==> src/rtl/out_stream_buffer_pkg.sv <==
`default_nettype none
// ---------------------------------------------------------------------------
// out_stream_buffer_pkg : shared state encoding and SoC default sizes
// Revision: 1.0
// ---------------------------------------------------------------------------
package out_stream_buffer_pkg;

   typedef enum logic [0:0] {
      IDLE = 1'b0,
      HELD = 1'b1
   } cpu_state_t;

   localparam int OSB_DATA_W = 16;
   localparam int OSB_DEPTH  = 8;

endpackage
`default_nettype wire

==> src/rtl/out_stream_buffer_sync_fifo.sv <==
`default_nettype none
// ---------------------------------------------------------------------------
// sync_fifo : DATA_W x DEPTH first-word fall-through FIFO with level count
// Revision: 1.0
// ---------------------------------------------------------------------------
module sync_fifo #(
   parameter int DATA_W = 16,
   parameter int DEPTH  = 8,
   parameter int ADDR_W = 3
) (
   input  logic              clk,
   input  logic              rst_b,
   input  logic              push,
   input  logic [DATA_W-1:0] wr_data,
   input  logic              pop,
   output logic [DATA_W-1:0] rd_data,
   output logic [ADDR_W:0]   level,
   output logic              full,
   output logic              empty
);

   localparam logic [ADDR_W:0] DEPTH_LVL = (ADDR_W+1)'(DEPTH);

   logic [DATA_W-1:0] mem [DEPTH];
   logic [ADDR_W-1:0] wr_ptr;
   logic [ADDR_W-1:0] rd_ptr;
   logic              do_push;
   logic              do_pop;

   assign full    = (level == DEPTH_LVL);
   assign empty   = (level == '0);
   assign do_push = push & ~full;
   assign do_pop  = pop & ~empty;
   assign rd_data = mem[rd_ptr];

   // Pointers wrap naturally because DEPTH is a power of two.
   always_ff @(posedge clk or negedge rst_b) begin
      if (!rst_b) begin
         wr_ptr <= '0;
         rd_ptr <= '0;
         level  <= '0;
      end else begin
         if (do_push) wr_ptr <= wr_ptr + ADDR_W'(1);
         if (do_pop)  rd_ptr <= rd_ptr + ADDR_W'(1);
         case ({do_push, do_pop})
            2'b10:   level <= level + (ADDR_W+1)'(1);
            2'b01:   level <= level - (ADDR_W+1)'(1);
            default: level <= level;
         endcase
      end
   end

   always_ff @(posedge clk) begin
      if (do_push) mem[wr_ptr] <= wr_data;
   end

endmodule
`default_nettype wire

==> src/rtl/out_stream_buffer.sv <==
`default_nettype none
// ---------------------------------------------------------------------------
// out_stream_buffer : CPU out_req/out_ack capture into a FIFO drained by valid/ready
// Revision: 1.0
// ---------------------------------------------------------------------------
module out_stream_buffer
   import out_stream_buffer_pkg::*;
#(
   parameter int DATA_W = OSB_DATA_W,
   parameter int DEPTH  = OSB_DEPTH,
   parameter int ADDR_W = 3
) (
   input  logic              clk,
   input  logic              rst_b,
   input  logic              out_req,
   input  logic [DATA_W-1:0] out_data,
   output logic              out_ack,
   output logic              snk_valid,
   output logic [DATA_W-1:0] snk_data,
   input  logic              snk_ready,
   output logic [ADDR_W:0]   level,
   output logic              full,
   output logic              empty
);

   cpu_state_t state;
   cpu_state_t state_nxt;
   logic       push;
   logic       pop;

   assign snk_valid = ~empty;
   assign pop       = snk_valid & snk_ready;

   always_ff @(posedge clk or negedge rst_b) begin
      if (!rst_b) begin
         state   <= IDLE;
         out_ack <= 1'b0;
      end else begin
         state   <= state_nxt;
         out_ack <= push;
      end
   end

   // One request level moves exactly one word; a full FIFO leaves it pending.
   always_comb begin
      state_nxt = state;
      push      = 1'b0;
      case (state)
         IDLE: begin
            if (out_req && !full) begin
               push      = 1'b1;
               state_nxt = HELD;
            end
         end
         HELD: begin
            if (!out_req) state_nxt = IDLE;
         end
         default: state_nxt = IDLE;
      endcase
   end

   sync_fifo #(
      .DATA_W (DATA_W),
      .DEPTH  (DEPTH),
      .ADDR_W (ADDR_W)
   ) u_fifo (
      .clk     (clk),
      .rst_b   (rst_b),
      .push    (push),
      .wr_data (out_data),
      .pop     (pop),
      .rd_data (snk_data),
      .level   (level),
      .full    (full),
      .empty   (empty)
   );

endmodule
`default_nettype wire

==> config.mk <==
export PLATFORM = sky130hd
export DESIGN_NAME = out_stream_buffer
export DESIGN_NICKNAME = d
export VERILOG_FILES = /design/src/rtl/out_stream_buffer_pkg.sv /design/src/rtl/out_stream_buffer_sync_fifo.sv /design/src/rtl/out_stream_buffer.sv
export SDC_FILE = /design/constraint.sdc
export NUM_CORES = 1
export LEC_CHECK = 0
export CAP_MARGIN = 20
export CORE_ASPECT_RATIO = 0.9
export CORE_MARGIN = 5
export CORE_UTILIZATION = 31
export DETAILED_ROUTE_END_ITERATION = 12
export GPL_TIMING_DRIVEN = 1
export MAX_ROUTING_LAYER = met4
export PLACE_DENSITY = 0.58
export SLEW_MARGIN = 20
export SYNTH_ARGS = -nofsm -noshare
export SYNTH_HDL_FRONTEND = slang
export SYNTH_SLANG_ARGS = --single-unit
==> constraint.sdc <==
create_clock -name clk -period 3.7 [get_ports clk]
set_input_delay 0.925 -clock clk [delete_from_list [all_inputs] [get_ports clk]]
set_output_delay 0.925 -clock clk [all_outputs]
set_load 0.03 [all_outputs]
# ---- Word level (Yosys, flattened, before mapping)
# Memories as Yosys holds them, arrays and structs flattened.
# Cells that the tools add are included.
dict set report totals {
  ram_bits 128
  input_bits 20
  out_inout_bits 24
  n_memories 1
  elab_cells 30
  reg_bits 12
}
dict set report classes {
  eq_ne 3
  n_reduce_logical 4
  n_bitwise 6
  add_sub_neg 4
  muxes 7
}
# memory words width rd rd_ports_with_merged_regs wr line
set mem_list {}
lappend mem_list {u_fifo.mem 8 16 1 0 1 out_stream_buffer_sync_fifo.sv:24} ;# logic [DATA_W-1:0] mem [DEPTH];
# operator count
set op_table {}
lappend op_table {{4-bit one-hot mux with 2 select lines} 1}
lappend op_table {{3-bit by 1-bit adder with 3-bit output (second input constant)} 2}
lappend op_table {{1-bit two-way mux} 5}
lappend op_table {{4-bit by 1-bit adder with 4-bit output (second input constant)} 1}
lappend op_table {{4-bit equality test (second input constant)} 1}
lappend op_table {{4-bit logical NOT} 1}
lappend op_table {{4-bit by 1-bit subtractor with 4-bit output (second input constant)} 1}
lappend op_table {{1-bit AND} 3}
lappend op_table {{1-bit NOT} 3}
lappend op_table {{2-bit by 1-bit equality test with 1-bit output (second input constant)} 1}
lappend op_table {{2-bit equality test (second input constant)} 1}
lappend op_table {{1-bit one-hot mux with 2 select lines} 1}
lappend op_table {{2-bit nonzero test} 1}
lappend op_table {{1-bit logical AND} 1}
lappend op_table {{1-bit logical NOT} 1}

# ---- Depth between registers and ports, before layout
dict set report depth {
  ltp_word 8
  mapped_depth 10
  mapped_depth_nobuf 10
}

# ---- By module
# From an unflattened synthesis, not the netlist that was laid out.
dict set report hier_totals {
  cells_unflattened 260
  area_unflattened_um2 5632.9
}
# mod n_inst cells_each seq_area_each_um2 area_per_inst_um2
set by_module_without_submodules {}
lappend by_module_without_submodules {sync_fifo 1 253 4093.9 5554.1}
lappend by_module_without_submodules {out_stream_buffer 1 7 50.0 78.8}

# ---- Worst setup path before layout
# OpenSTA, ideal clock, no wires.
dict set report synth_timing {
  kind {register to register}
  startpoint {register u_fifo.level[2]}
  endpoint {register u_fifo.level[2]}
  path_buffers 0
  arrival_ns 3.220
  synth_period_minus_slack_ns 3.359
  setup_time_ns 0.140
  setup_slack_ns 0.341
  t_required_ns 3.560
  stages_incl_launch_ff 11
  path_cell_list {dfrtp_1 -> nor4b_1 -> nor3b_2 -> inv_1 -> ha_1 -> xor2_1 -> ha_1 -> a21oi_1 -> xor2_1 -> nor2_1 -> xor2_1}
}
dict set report synth_between {
  elab_chain_cells 8
  word_cells_on_any_way 17
  classes_between {add/sub: 2; eq/ne: 3; mux: 3; bitwise: 5; reduce/logical: 4}
}
# item line
set synth_lines {}
lappend synth_lines {{from (decl)} out_stream_buffer_sync_fifo.sv:17} ;# output logic [ADDR_W:0] level,
lappend synth_lines {{from (signal assigned)} out_stream_buffer_sync_fifo.sv:46} ;# 2'b10: level <= level + (ADDR_W+1)'(1);
lappend synth_lines {{from (signal assigned)} out_stream_buffer_sync_fifo.sv:47} ;# 2'b01: level <= level - (ADDR_W+1)'(1);
lappend synth_lines {{from (signal assigned)} out_stream_buffer_sync_fifo.sv:48} ;# default: level <= level;
lappend synth_lines {{4-bit equality test *} out_stream_buffer_sync_fifo.sv:30} ;# assign full = (level == DEPTH_LVL);
lappend synth_lines {{via full} out_stream_buffer.sv:22} ;# output logic full,
lappend synth_lines {{1-bit logical NOT *} out_stream_buffer.sv:50} ;# if (out_req && !full) begin
lappend synth_lines {{1-bit logical AND *} out_stream_buffer.sv:50}
lappend synth_lines {{1-bit two-way mux *} out_stream_buffer.sv:50}
lappend synth_lines {{1-bit two-way mux *} out_stream_buffer.sv:48} ;# case (state)
lappend synth_lines {{via push} out_stream_buffer.sv:28} ;# logic push;
lappend synth_lines {{1-bit AND *} out_stream_buffer_sync_fifo.sv:32} ;# assign do_push = push & ~full;
lappend synth_lines {{2-bit by 1-bit equality test with 1-bit output / 2-bit equality test (equally long branches)} out_stream_buffer_sync_fifo.sv:45} ;# case ({do_push, do_pop})
lappend synth_lines {{4-bit one-hot mux with 2 select lines / 2-bit nonzero test (equally long branches)} -}
# The timed path passes the listed nets; every way through them passes the cells marked *.
# A chain may end at the register's enable or synchronous reset.

# ---- Worst setup path after layout
dict set report layout_timing {
  startpoint {register u_fifo.rd_ptr[0]}
  endpoint {output snk_data[14]}
}
dict set report layout_between {
  elab_chain_cells 1
}
# item line
set layout_lines {}
lappend layout_lines {{from (decl)} out_stream_buffer_sync_fifo.sv:26} ;# logic [ADDR_W-1:0] rd_ptr;
lappend layout_lines {{from (signal assigned)} out_stream_buffer_sync_fifo.sv:44} ;# if (do_pop) rd_ptr <= rd_ptr + ADDR_W'(1);
lappend layout_lines {{memory read 8 x 16 bit} -}
lappend layout_lines {{to (decl)} out_stream_buffer.sv:19} ;# output logic [DATA_W-1:0] snk_data,
# No other way between the ends.

==> flow_metrics.py <==
metrics = {
    "clock_network": {
        "cts_buffer_depth": 2,
        "clk_latency_ns": 0.41,
        "cts_tree": "done",
        "cts_buffers": 17,
        "cts_setup_buffers": 0,
        "cts-htree-levels": 4,
        "hold_buffers": 0,
        "cts_root_buffer": "clkbuf_16",
        "cts_resized": 0,
        "clkTransAtPathRegs_ns": 0.06,
        "cts.sinks": 140,
    },
    "pwr": {
        "cellLeakagePower_nw": 2.254,
        "finalPower_mw": 5.658,
        "ir_drop_mv": 0.4488,
        "p_per_area_nw_per_um2": 823.9,
    },
    "sta": {
        "timing.fmax_mhz": 282.6,
        "rsz0062_at_grt": "false",
        "hold_ws_ns": 0.5147,
        "min_period_over_period_pct": 95.63,
        "tightest_slew_ns": 0.6162,
        "finalHoldViolations": 0,
        "slew_violations": 0,
        "clock-skew-final_ns": 0.005698,
        "fin_crit_ns": 3.538,
        "setup_viol": 0,
        "relSlewSlack_pct": 58.34,
        "fin_tns_setup_ns": 0,
    },
    "yosys": {
        "synth-compound-area-share_pct": 0.6642,
        "synth-simple-area-share_pct": 2.451,
        "syn_area_um2": 5463,
        "ys_seq_area_share_pct": 75.86,
        "synth-seq-cells": 140,
        "synth_mux_area_share_pct": 17.25,
        "synthesis.nets": 273,
        "synth_top_family_by_area": "multiplexers",
        "avgSynthCellArea_um2": 22.03,
        "yosys.area_share.xor_xnor_pct": 1.443,
        "ys_warn_count": 0,
        "synth_cells": 248,
        "synthAdderAreaFrac_pct": 1.145,
        "synth_cell_type_count": 27,
    },
    "floorplan": {
        "initial_core_util_pct": 31.22,
        "die_area_um2": 20380,
        "rows": 46,
        "die_h_um": 135.9,
        "coreArea_um2": 17500,
        "die_x_um": 149.9,
        "io_pins": 44,
    },
    "drt": {
        "viasPerCell": 4.487,
        "ant_nets": 0,
        "vias": 2535,
        "drt-initial-drc-count": 138,
        "wl_per_cell_um": 18.05,
        "first_pass_iters": 4,
        "routed_wl_mm": 10.20,
        "drc": 0,
    },
    "critical_path": {
        "crit_path_end_kind": "output pin",
        "setup.worst_path.start_class": "flop",
        "path_class": "reg2out",
        "arrival_ns": 2.61,
        "cp_data_required_time_ns": 2.77,
        "cp_max_fo": 20,
    },
    "placed_design": {
        "gp_congestion": 0.7129,
        "post_dp_cell_area_um2": 6261,
        "numPortBuffers": 43,
        "placed_cells": 533,
        "hpwlAfterDp_mm": 5.813,
    },
    "min_path": {
        "min_path_type": "reg2reg",
    },
    "cells_and_area": {
        "drive_gt1_share_pct": 30.25,
        "fillers": 1587,
        "instances_no_fill": 565,
        "multiInputGateArea_um2": 1264,
        "layout_common_cells": "128 x edfxtp_1, 43 x clkdlybuf4s50_1, 32 x mux4_2",
        "regArea_um2": 4145,
        "stdcell_area_um2": 6868,
        "area_growth_pct": 25.72,
        "mostFrequentLayoutCell": "edfxtp_1",
        "design.final.nets": 337,
    },
    "outcome": {
        "status": "finished, final reports clean",
    },
    "grt": {
        "grt_usage_pct": 11.09,
        "grt_max_degree": 35,
        "grt_pass1_vias": 2748,
        "grt_overflow": 0,
        "antenna_found_initial": 1,
        "grt_pass1_wl_mm": 15.74,
    },
    "job": {
        "maxCapViolCount": 0,
    },
}
==> where the power goes <==
group | internal [mW] | switching, mW
combinational | 0.931 | 0.990
sequential | 1.91 | 0.106
clock | 1.12 | 0.602
==> state kept, by name, indices dropped and copies added (netlist names) <==
signal	count
u_fifo.rd_ptr	3
state	1
out_ack	1
u_fifo.mem	128
u_fifo.wr_ptr	3
u_fifo.level	4
==> cell families (layout without fill, tap and decap cells) <==
kind of cell / after synthesis / count (layout)
buffers and inverters: 14 / 90
xor gates and xnor gates: 9 / 9
DFF: 140 / 140
AOI/OAI and AO/OA: 5 / 5
adders and majority gates: 5 / 5
muxes: 51 / 51
and+or+nand+nor: 24 / 24
other: 0 / 1
==> through the flow <==
stage,setup WS [ns],utilization (%)
after floorplan,0.3405,-
after global placement,0.5796,35.78
after detailed placement,0.5590,35.78
after CTS,0.1037,39.24
after global routing,0.02733,39.25
final,0.1616,39.25
==> path summary, 6_finish.rpt <==
check | cells past startpoint | startpoint | endpoint | slack, ns
min in group asynchronous | 1 | rst_b | u_fifo.level[3] | 0.88
setup reg to reg | 11 | u_fifo.level[2] | u_fifo.level[2] | 1.09
hold / removal | 1 | u_fifo.level[3] | u_fifo.level[3] | 0.51
setup / recovery | 4 | u_fifo.rd_ptr[0] | snk_data[14] | 0.16
max in group asynchronous | 1 | rst_b | u_fifo.rd_ptr[0] | 2.41
hold reg to reg | 1 | u_fifo.level[3] | u_fifo.level[3] | 0.51
==> cell type report <==
type,count,area share (%)
Multi-Input combinational cell,94,18.40
Inverter,3,0.1640
Clock buffer,18,6.249
Sequential cell,140,60.36
Clock inverter,13,2.551
Antenna cell,1,0.03644
Timing Repair Buffer,56,7.870
Tap cell,240,4.372
==> worst max-delay path, cell delays in order, from the launching register on <==
cell,delay [ns]
dfrtp_2,0.35
buf_4,0.38
mux4_2,0.56
mux2_2,0.30
clkdlybuf4s50_1,0.60
==> cells in the mapped netlist <==
cell type,instances,area [µm²]
xor2_1,6,52.55
mux2_2,17,191.4
nor3b_2,1,12.51
ha_1,5,62.56
dfrtp_1,12,300.3
mux4_2,32,720.7
a21oi_1,2,10.01
a21boi_0,1,7.510
or4_4,1,11.26
nor3b_1,1,7.510
nand2_1,4,15.01
nand3b_1,1,7.510
and2_1,1,6.260
xnor2_1,3,26.28
buf_6,1,11.26
nor3_1,2,10.01
a211o_2,1,10.01
nor2_1,8,30.03
mux2_4,2,30.03
buf_1,1,3.750
clkbuf_1,5,18.77
nand2b_1,4,25.02
buf_2,4,20.02
edfxtp_1,128,3844
inv_1,3,11.26
a41oi_1,1,8.760
nor4b_1,1,8.760
==> routing by layer <==
metal	global-route usage, %	up-vias	routed length, µm
li1	-	1149	-
met1	13.59	1325	4541
met2	17.14	43	5099
met3	3.067	18	315
met4	5.234	0	239
met5	-	-	0
Note: power is estimated with default switching activity, not from simulation.
